===== config.mk =====
export PLATFORM = sky130hd
export DESIGN_NAME = lsu_mem_port_flat
export DESIGN_NICKNAME = d
export VERILOG_FILES = /design/src/rtl/lsu_mem_port_pkg.sv /design/src/rtl/lsu_mem_port_if.sv /design/src/rtl/lsu_mem_port_lane.sv /design/src/rtl/lsu_mem_port.sv /design/src/flat_wrapper.sv
export SDC_FILE = /design/constraint.sdc
export NUM_CORES = 1
export LEC_CHECK = 0
export CORE_ASPECT_RATIO = 1.4
export CORE_MARGIN = 1.5
export CORE_UTILIZATION = 30
export CTS_CLUSTER_SIZE = 16
export DETAILED_ROUTE_END_ITERATION = 7
export GPL_TIMING_DRIVEN = 0
export HOLD_SLACK_MARGIN = 0.1
export PLACE_DENSITY_LB_ADDON = 0.25
export SETUP_SLACK_MARGIN = 0.05
export SLEW_MARGIN = 20
export SYNTH_ARGS = -nofsm -noshare
export SYNTH_HDL_FRONTEND = slang
export SYNTH_SLANG_ARGS = --single-unit

===== constraint.sdc =====
create_clock -name clock -period 3.9 [get_ports clock]
set_clock_uncertainty 0.15 [all_clocks]
set_input_delay 0.39 -clock clock [delete_from_list [all_inputs] [get_ports clock]]
set_output_delay 0.39 -clock clock [all_outputs]
set_load 0.02 [all_outputs]

===== src/rtl/lsu_mem_port_pkg.sv =====
// Shared definitions for the MEM-stage load/store unit: access size codes,
// controller state encoding and the default memory depth.
package lsu_pkg;

  localparam int DEFAULT_WORD_ADDR_W = 8;

  localparam logic [1:0] SIZE_BYTE = 2'b00;
  localparam logic [1:0] SIZE_HALF = 2'b01;
  localparam logic [1:0] SIZE_WORD = 2'b10;
  localparam logic [1:0] SIZE_RSVD = 2'b11;

  typedef enum logic [2:0] {
    ST_IDLE,
    ST_RD,
    ST_CAP,
    ST_WR,
    ST_RESP
  } lsu_state_t;

endpackage


===== src/rtl/lsu_mem_port_if.sv =====
// Bundle of the pipeline request/response handshake and the word-addressed
// data memory port. The load/store unit sits on the slave side; the pipeline
// plus memory environment sits on the master side.
interface lsu_mem_port_if;

  logic        req_valid;
  logic        req_ready;
  logic        req_we;
  logic [1:0]  req_size;
  logic        req_signed;
  logic [31:0] req_addr;
  logic [31:0] req_wdata;

  logic        resp_valid;
  logic [31:0] resp_rdata;
  logic        resp_err;

  logic [31:0] mem_addr;
  logic [31:0] mem_wdata;
  logic        mem_we;
  logic        mem_re;
  logic [31:0] mem_rdata;

  modport slave (
    input  req_valid, req_we, req_size, req_signed, req_addr, req_wdata,
    input  mem_rdata,
    output req_ready, resp_valid, resp_rdata, resp_err,
    output mem_addr, mem_wdata, mem_we, mem_re
  );

  modport master (
    output req_valid, req_we, req_size, req_signed, req_addr, req_wdata,
    output mem_rdata,
    input  req_ready, resp_valid, resp_rdata, resp_err,
    input  mem_addr, mem_wdata, mem_we, mem_re
  );

endinterface


===== src/rtl/lsu_mem_port_lane.sv =====
// Little-endian lane logic used in the capture step: extracts and extends a
// byte/half from a memory word for loads, and merges the low byte/half of
// store data into the addressed lane of a memory word for sub-word stores.
module lsu_lane
  import lsu_pkg::*;
(
  input  logic [1:0]  offset,
  input  logic [1:0]  size,
  input  logic        is_signed,
  input  logic [31:0] rdata,
  input  logic [31:0] wdata,
  output logic [31:0] load_value,
  output logic [31:0] store_word
);

  logic [4:0]  shamt;
  logic [7:0]  lane_b;
  logic [15:0] lane_h;
  logic [31:0] lane_mask;

  // Shift the addressed lane down for loads and build the merged store word
  always_comb begin
    shamt      = (size == SIZE_HALF) ? {offset[1], 4'b0000} : {offset, 3'b000};
    lane_b     = 8'(rdata >> shamt);
    lane_h     = 16'(rdata >> shamt);
    load_value = rdata;
    lane_mask  = 32'hFFFF_FFFF;
    case (size)
      SIZE_BYTE: begin
        load_value = {{24{is_signed & lane_b[7]}}, lane_b};
        lane_mask  = 32'h0000_00FF;
      end
      SIZE_HALF: begin
        load_value = {{16{is_signed & lane_h[15]}}, lane_h};
        lane_mask  = 32'h0000_FFFF;
      end
      default: ;
    endcase
    store_word = (rdata & ~(lane_mask << shamt)) | ((wdata & lane_mask) << shamt);
  end

endmodule


===== src/rtl/lsu_mem_port.sv =====
// MEM-stage load/store initiator. Latches one request, checks it, and walks
// the memory port through read, capture and write steps as needed. Sub-word
// stores are read-modify-write; loads are lane-extracted and extended.
module lsu_mem_port
  import lsu_pkg::*;
#(
  parameter int WORD_ADDR_W = DEFAULT_WORD_ADDR_W
) (
  input logic           clock,
  input logic           reset,
  lsu_mem_port_if.slave bus
);

  lsu_state_t state;
  lsu_state_t state_next;

  logic [WORD_ADDR_W-1:0] word_q;
  logic [1:0]             offset_q;
  logic [1:0]             size_q;
  logic                   we_q;
  logic                   signed_q;
  logic                   err_q;
  logic [31:0]            wdata_q;
  logic [31:0]            result_q;

  logic        accept;
  logic        req_err;
  logic [31:0] lane_load;
  logic [31:0] lane_store;

  assign accept = bus.req_valid && (state == ST_IDLE);

  // Flag reserved sizes, misalignment and addresses beyond the memory depth
  always_comb begin
    req_err = 1'b0;
    if (bus.req_size == SIZE_RSVD)
      req_err = 1'b1;
    if ((bus.req_size == SIZE_HALF) && bus.req_addr[0])
      req_err = 1'b1;
    if ((bus.req_size == SIZE_WORD) && (bus.req_addr[1:0] != 2'b00))
      req_err = 1'b1;
    if ((bus.req_addr >> (WORD_ADDR_W + 2)) != 32'd0)
      req_err = 1'b1;
  end

  lsu_lane u_lane (
    .offset     (offset_q),
    .size       (size_q),
    .is_signed  (signed_q),
    .rdata      (bus.mem_rdata),
    .wdata      (wdata_q),
    .load_value (lane_load),
    .store_word (lane_store)
  );

  // Controller state register; reset abandons any in-flight request
  always_ff @(posedge clock or posedge reset) begin
    if (reset)
      state <= ST_IDLE;
    else
      state <= state_next;
  end

  // Sequence: errors go straight to respond, word stores skip the read
  always_comb begin
    state_next = state;
    case (state)
      ST_IDLE: begin
        if (accept) begin
          if (req_err)
            state_next = ST_RESP;
          else if (!bus.req_we)
            state_next = ST_RD;
          else if (bus.req_size == SIZE_WORD)
            state_next = ST_WR;
          else
            state_next = ST_RD;
        end
      end
      ST_RD:   state_next = ST_CAP;
      ST_CAP:  state_next = we_q ? ST_WR : ST_RESP;
      ST_WR:   state_next = ST_RESP;
      ST_RESP: state_next = ST_IDLE;
      default: state_next = ST_IDLE;
    endcase
  end

  // Latch request fields on accept, then capture load result or merged word
  always_ff @(posedge clock or posedge reset) begin
    if (reset) begin
      word_q   <= '0;
      offset_q <= 2'b00;
      size_q   <= 2'b00;
      we_q     <= 1'b0;
      signed_q <= 1'b0;
      err_q    <= 1'b0;
      wdata_q  <= 32'd0;
      result_q <= 32'd0;
    end else if (accept) begin
      word_q   <= bus.req_addr[WORD_ADDR_W+1:2];
      offset_q <= bus.req_addr[1:0];
      size_q   <= bus.req_size;
      we_q     <= bus.req_we;
      signed_q <= bus.req_signed;
      err_q    <= req_err;
      wdata_q  <= bus.req_wdata;
      result_q <= 32'd0;
    end else if (state == ST_CAP) begin
      if (we_q)
        wdata_q <= lane_store;
      else
        result_q <= lane_load;
    end
  end

  // Drive handshake and memory strobes purely from state and latched data
  always_comb begin
    bus.req_ready  = (state == ST_IDLE);
    bus.mem_re     = (state == ST_RD);
    bus.mem_we     = (state == ST_WR);
    bus.resp_valid = (state == ST_RESP);
    bus.resp_err   = (state == ST_RESP) && err_q;
    bus.resp_rdata = (state == ST_RESP) ? result_q : 32'd0;
    bus.mem_addr   = 32'd0;
    bus.mem_wdata  = 32'd0;
    if (state != ST_IDLE) begin
      bus.mem_addr  = {{(32 - WORD_ADDR_W){1'b0}}, word_q};
      bus.mem_wdata = wdata_q;
    end
  end

endmodule

===== src/flat_wrapper.sv =====
// flat-port wrapper written by rule: the top's interface ports become plain ports
module lsu_mem_port_flat import lsu_pkg::*;
#(
  parameter int WORD_ADDR_W = DEFAULT_WORD_ADDR_W
)
  (clock, reset, bus_req_valid, bus_req_we, bus_req_size, bus_req_signed, bus_req_addr, bus_req_wdata, bus_mem_rdata, bus_req_ready, bus_resp_valid, bus_resp_rdata, bus_resp_err, bus_mem_addr, bus_mem_wdata, bus_mem_we, bus_mem_re);
  lsu_mem_port_if bus_i ();
  input logic clock;
  input logic reset;
  input wire logic [$bits(bus_i.req_valid)-1:0] bus_req_valid;
  input wire logic [$bits(bus_i.req_we)-1:0] bus_req_we;
  input wire logic [$bits(bus_i.req_size)-1:0] bus_req_size;
  input wire logic [$bits(bus_i.req_signed)-1:0] bus_req_signed;
  input wire logic [$bits(bus_i.req_addr)-1:0] bus_req_addr;
  input wire logic [$bits(bus_i.req_wdata)-1:0] bus_req_wdata;
  input wire logic [$bits(bus_i.mem_rdata)-1:0] bus_mem_rdata;
  output wire logic [$bits(bus_i.req_ready)-1:0] bus_req_ready;
  output wire logic [$bits(bus_i.resp_valid)-1:0] bus_resp_valid;
  output wire logic [$bits(bus_i.resp_rdata)-1:0] bus_resp_rdata;
  output wire logic [$bits(bus_i.resp_err)-1:0] bus_resp_err;
  output wire logic [$bits(bus_i.mem_addr)-1:0] bus_mem_addr;
  output wire logic [$bits(bus_i.mem_wdata)-1:0] bus_mem_wdata;
  output wire logic [$bits(bus_i.mem_we)-1:0] bus_mem_we;
  output wire logic [$bits(bus_i.mem_re)-1:0] bus_mem_re;
  assign bus_i.req_valid = bus_req_valid;
  assign bus_i.req_we = bus_req_we;
  assign bus_i.req_size = bus_req_size;
  assign bus_i.req_signed = bus_req_signed;
  assign bus_i.req_addr = bus_req_addr;
  assign bus_i.req_wdata = bus_req_wdata;
  assign bus_i.mem_rdata = bus_mem_rdata;
  assign bus_req_ready = bus_i.req_ready;
  assign bus_resp_valid = bus_i.resp_valid;
  assign bus_resp_rdata = bus_i.resp_rdata;
  assign bus_resp_err = bus_i.resp_err;
  assign bus_mem_addr = bus_i.mem_addr;
  assign bus_mem_wdata = bus_i.mem_wdata;
  assign bus_mem_we = bus_i.mem_we;
  assign bus_mem_re = bus_i.mem_re;
  lsu_mem_port #(.WORD_ADDR_W(WORD_ADDR_W)) u_core (.clock(clock), .reset(reset), .bus(bus_i));
endmodule

Word-level counts from Yosys, hierarchy flattened
Cells that the tools add are included.

word-level totals
  flip-flop bits (word level) = 82
  bits of input ports = 103
  output and inout port bits = 101
  logic and storage cells = 63

cells by class
  equal/unequal tests = 10
  shift-type cells = 3
  mux-type cells = 22
  bitwise gates (word level) = 6
  reductions and logical operators = 13

operators by type and width
  kind                  count
  $mux W32              8
  $pmux W32 S2          2
  $and A32 B32 Y32      2
  $shl A32 B5 Y32       2
  $not A32 Y32          1
  $or A32 B32 Y32       1
  $reduce_bool A32 Y1   1
  $shr A32 B5 Y16       1
  $mux W3               4
  $pmux W3 S4           1
  $mux W8               1
  $eq A3 B2 Y1 const B  2
  $reduce_bool A2 Y1    3
  $eq A2 B1 Y1 const B  2
  $eq A2 B2 Y1 const B  2
  $logic_and A1 B1 Y1   4
  $mux W1               4
  $mux W4               1
  $reduce_and A2 Y1     2
  $eq A3 B1 Y1 const B  1
  $eq A3 B3 Y1 const B  1
  $logic_not A3 Y1      1
  $reduce_bool A3 Y1    1
  $and A1 B1 Y1         2
  other kinds (4)       4

Longest topological paths before layout
  depth after elaboration = 9
  mapped depth = 8
  depth with buffers taken out = 5

By module
From an unflattened synthesis, not the netlist that was laid out.

unflattened totals
  cell total of the unflattened synthesis = 704
  area total of the unflattened synthesis = 5936.9 sq um

modules (own cells, without submodules)
  module        times used  cells each  area each (sq um)  sequential area each (sq um)
  lsu_mem_port  1           448         4199.0             2052.0
  lsu_lane      1           256         1737.9             0.0

Worst setup path after synthesis
Ideal clock, no wire load.

  path type = flip-flop to output port
  start point = register u_core.state[1]
  end point = output port bus_resp_rdata[18]
  arrival = 1662 ps
  data required time = 3360 ps
  slack = 1698 ps
  stages on the path, launching flop included = 5
  buffers on the path = 2
  cells stage by stage = dfrtp_1 > clkbuf_1 > nor3_1 > clkbuf_1 > and2_1

on the way
  cells in the longest elaborated chain, start to end = 2

ends and longest elaborated chain
  item                      RTL line             RTL
  from (decl)               lsu_mem_port.sv:14   lsu_state_t state;
  from (signal assigned)    lsu_mem_port.sv:61   state <= state_next;
  $eq A3 B3 Y1              n/a
  named net bus_resp_valid  flat_wrapper.sv:18   output wire logic [$bits(bus_i.resp_valid)-1:0] bus_resp_valid;
  $mux W32                  lsu_mem_port.sv:123  bus.resp_rdata = (state == ST_RESP) ? result_q : 32'd0;
  to (decl)                 flat_wrapper.sv:19   output wire logic [$bits(bus_i.resp_rdata)-1:0] bus_resp_rdata;

The timed path passes the listed nets, and every way through them passes these cells.

Worst setup path in the final report
  start point = register u_core.state[2]
  end point = output port bus_resp_rdata[22]

on the way
  cells in the longest elaborated chain, start to end = 2

ends and longest elaborated chain
  item          RTL line
  $eq A3 B3 Y1  lsu_mem_port.sv:123
  $mux W32      lsu_mem_port.sv:123

No other way between the ends.

==> flow_summary_export.csv <==
group,metric,value,unit
logic_synthesis,yosysMostFrequentCell,"dfrtp_1",
drt,wl,20600,µm
placed_design,gp_congestion,0.995,
final_layout,ff_latch_area,2050,µm²
drt,routed.top_layer,"met4",
final_layout,final_cell_area,7690,µm²
clock_network,clk_latency,0.35,ns
logic_synthesis,postSynthCellCount,610,
floorplan,core,16900,µm²
critical_path,startpoint_type,"flip-flop",
critical_path,crit_arrival,2.96,ns
drt,first_pass_iters,6,
clock_network,numCtsBuffers,9,
critical_path,endpoint_kind,"primary output",
clock_network,h-tree-depth,3,
final_layout,post-route-util,0.456,
logic_synthesis,synth-xor-area-share,0,
power_and_ir_drop,power_density,349,nW/µm²
critical_path,critical_path_buf_inv_count,4,
final_layout,drive_gt1_frac,0.0796,
clock_network,root_buffer,"clkbuf_16",
worst_hold_path,hold_path.class,"in2async",
timing,fmax,286,MHz
outcome,status,"completed",
timing,fin_crit,3.50,ns
final_layout,fin_cells,1061,
logic_synthesis,syn_area_per_cell,8.54,µm²
clock_network,ctsHoldBuffers,0,
drt,drt_iter0_drc,443,
logic_synthesis,synth_cell_types,49,
critical_path,crit_top_cell,"clkbuf_1",
global_route,grt_pass1_wl,31500,µm
critical_path,reg2reg_depth,7,
drt,wl_met3,1270,µm
placed_design,placed_area,7410,µm²
global_route,gr-total-overflow,0,
power_and_ir_drop,p_int,0.00175,W
timing,final-hold-violation-count,0,
power_and_ir_drop,p_total,0.00269,W
power_and_ir_drop,combPwrFrac,0.310,
clock_network,cts_resized,0,
timing,finalSetupViolCount,0,
drt,vias_per_cell,5.16,
placed_design,dp_hpwl,16200,µm
clock_network,clk_path_buf_depth,2,
power_and_ir_drop,vdd_drop_max,174,µV
logic_synthesis,synth_common_cells,"82 x dfrtp_1, 81 x nand2_1, 50 x nor2_1",
critical_path,path_class,"reg2out",
logic_synthesis,synth_top_cells_by_area,"dfrtp_1 39%, nand2_1 5.8%, a221o_1 4.4%",
drt,wirelength_met1,8120,µm
logic_synthesis,synth-seq-cells,82,
logic_synthesis,synth_edf_count,0,
logic_synthesis,synth.area.mux_share,0.0483,
floorplan,initial_utilization,0.308,
critical_path,startpoint,"u_core.state[2]$_DFFE_PP0P_",
floorplan,die_y,159,µm
logic_synthesis,yosysWarningCount,0,
drt,wl_per_cell,19.4,µm
logic_synthesis,yosys.area_share.adder,0,
logic_synthesis,synthSimpleGateAreaFrac,0.242,
timing,rsz0062_at_grt,"false",
logic_synthesis,synth.cell_area,5210,µm²
power_and_ir_drop,seq_power_share,0.379,
placed_design,numPortBuffers,179,
drt,wl_met2,10500,µm
drt,remaining_drc_errors,0,
clock_network,clk_pin_slew_worst_paths,0.06,ns
critical_path,cp_slowest_stage_delay,0.71,ns
critical_path,reg2reg_from,"u_core.state[2]$_DFFE_PP0P_",
drt,num_vias,5476,
power_and_ir_drop,p_sw_frac,0.351,
critical_path,cp_top_family,"buffers and inverters",
floorplan,dieArea,18200,µm²
job,max_cap_violations,0,
power_and_ir_drop,p_clk_frac,0.310,
logic_synthesis,synth_top_cell_by_area,"dfrtp_1",
logic_synthesis,synthArstFlopShare,1.00,
clock_network,cts_tree,"built",
final_layout,syn_to_final_growth,47.8,%
timing,worst_slew_pin_slew,0.905,ns
power_and_ir_drop,p_switching,0.000943,W
power_and_ir_drop,cellLeakagePower,3.22,nW
critical_path,cp.depth,6,
critical_path,r2r_slack,1.29,ns
global_route,grt_max_degree,44,
logic_synthesis,synth_compound_area_frac,0.227,
final_layout,final_nets,927,
logic_synthesis,synth_top_family_by_area,"simple AND/OR/NAND/NOR gates",
critical_path,path_cells,"clkbuf_1, inv_1, nor3_1, clkbuf_1, and2_1, clkdlybuf4s50_1",
floorplan,io_pins,204,
floorplan,die_w,114,µm
timing,timing.final.crit_share,0.898,
final_layout,diodes,0,
timing,slew_headroom,0.392,
placed_design,dp_cells,1045,
global_route,grtUsageTotal,0.229,
final_layout,multiInputGateArea,2790,µm²
clock_network,post_cts_buffers,0,
global_route,antenna_found_initial,0,
logic_synthesis,yosysTopAreaCellShare,0.394,
global_route,grt_pass1_vias,5479,
critical_path,required,3.36,ns
critical_path,cp_slowest_cell,"nor3_1",
critical_path,crit_end,"bus_resp_rdata[22]",
logic_synthesis,yosysSeqAreaShare,0.394,
floorplan,row_count,56,
timing,slew_viol_final,0,
logic_synthesis,synth_flop_cell,"dfrtp_1",
critical_path,cp_max_fo,10,
final_layout,n_fill_cell,1674,
clock_network,cts.sinks,82,
drt,ant_nets,0,
critical_path,r2r-end,"u_core.err_q$_DFFE_PP0P_",
[metal layers]
metal	up-vias	GRT usage
li1	2603	-
met5	-	0
met1	2592	0.281
met3	38	0.0374
met2	243	0.393
met4	0	0.0938
[cell type report]
cell class / count / area share
plain buffers: 74 / 0.0519
clock buffers: 10 / 0.0311
clock inverters: 6 / 0.00650
inverters: 15 / 0.00764
multi-input cells: 462 / 0.362
flip-flops and latches: 82 / 0.267
well taps: 232 / 0.0377
repair buffers: 180 / 0.236
[worst register-to-register path, delay by kind of cell, from the launching register on]
family	cells	cell delay [ns]
flops	1	0.35
compound gates	1	0.16
buf+inv	3	1.04
simple gates	3	0.81
[registers in the layout (all words and copies together), names as in the netlist]
signal           count
u_core.wdata_q      32
u_core.offset_q      2
u_core.we_q          1
u_core.word_q        8
u_core.err_q         1
u_core.result_q     32
u_core.signed_q      1
u_core.state         3
u_core.size_q        2
[placed cells by master, fill, tap and decap left out, drive strengths merged, types with 5 or more instances in the layout]
cell type,synthesis,layout
a2111oi,5,5
a211oi,5,5
a21oi,19,19
a221o,23,23
a221oi,6,6
a222oi,15,15
a22oi,7,7
a31oi,12,12
and2,35,35
buf,34,35
clkbuf,40,50
clkdlybuf4s50,0,179
conb,1,24
dfrtp,82,82
inv,15,17
mux2,7,7
mux2i,15,15
nand2,81,81
nand2b,5,5
nand3,14,14
nor2,51,51
nor2b,37,37
nor3,7,7
nor4,6,6
o21ai,27,27
o22ai,18,18
o31ai,8,8
or3,10,10
[metrics by stage]
stage | hold WS [ns] | TNS [ns] | setup slack (ns)
2_1_floorplan | 0.288 | 0 | 1.25
4_1_cts | 0.312 | 0 | 0.296
5_1_grt | 0.341 | 0 | 0.0945
3_5_place_dp | 0.305 | 0 | 0.666
3_3_place_gp | 0.301 | -13.28 | -0.169
6_report | 0.294 | 0 | 0.398
[power by group through the flow]
stage	Combinational, W	Sequential [W]	Clock [W]
floorplan	0.000489	0.000991	0
global placement	0.000817	0.00103	0
detailed placement	0.000825	0.00103	0
CTS	0.000829	0.00102	0.000844
global route	0.000901	0.00103	0.000876
finish	0.000834	0.00102	0.000834
[cells by family (layout without fill, tap and decap cells)]
kind of cell | count (synthesis) | count (layout)
other | 1 | 24
flip-flops | 82 | 82
multiplexers | 23 | 23
buffers and inverters | 89 | 285
AND/OR/NAND/NOR | 255 | 255
AO/OA/AOI/OAI | 160 | 160
[worst min-delay path by stage]
stage	cells after the start	end	startpoint	slack [ns]
floorplan	2	u_core.word_q[0]$_DFFE_PP0P_	u_core.word_q[0]$_DFFE_PP0P_	0.29
global placement	2	u_core.word_q[5]$_DFFE_PP0P_	u_core.word_q[5]$_DFFE_PP0P_	0.30
detailed placement	2	u_core.word_q[3]$_DFFE_PP0P_	u_core.word_q[3]$_DFFE_PP0P_	0.31
CTS	2	u_core.signed_q$_DFFE_PP0P_	reset	0.31
global route	2	u_core.word_q[3]$_DFFE_PP0P_	u_core.word_q[3]$_DFFE_PP0P_	0.34
finish	2	u_core.signed_q$_DFFE_PP0P_	reset	0.29
(Power assumes the default switching activity.)
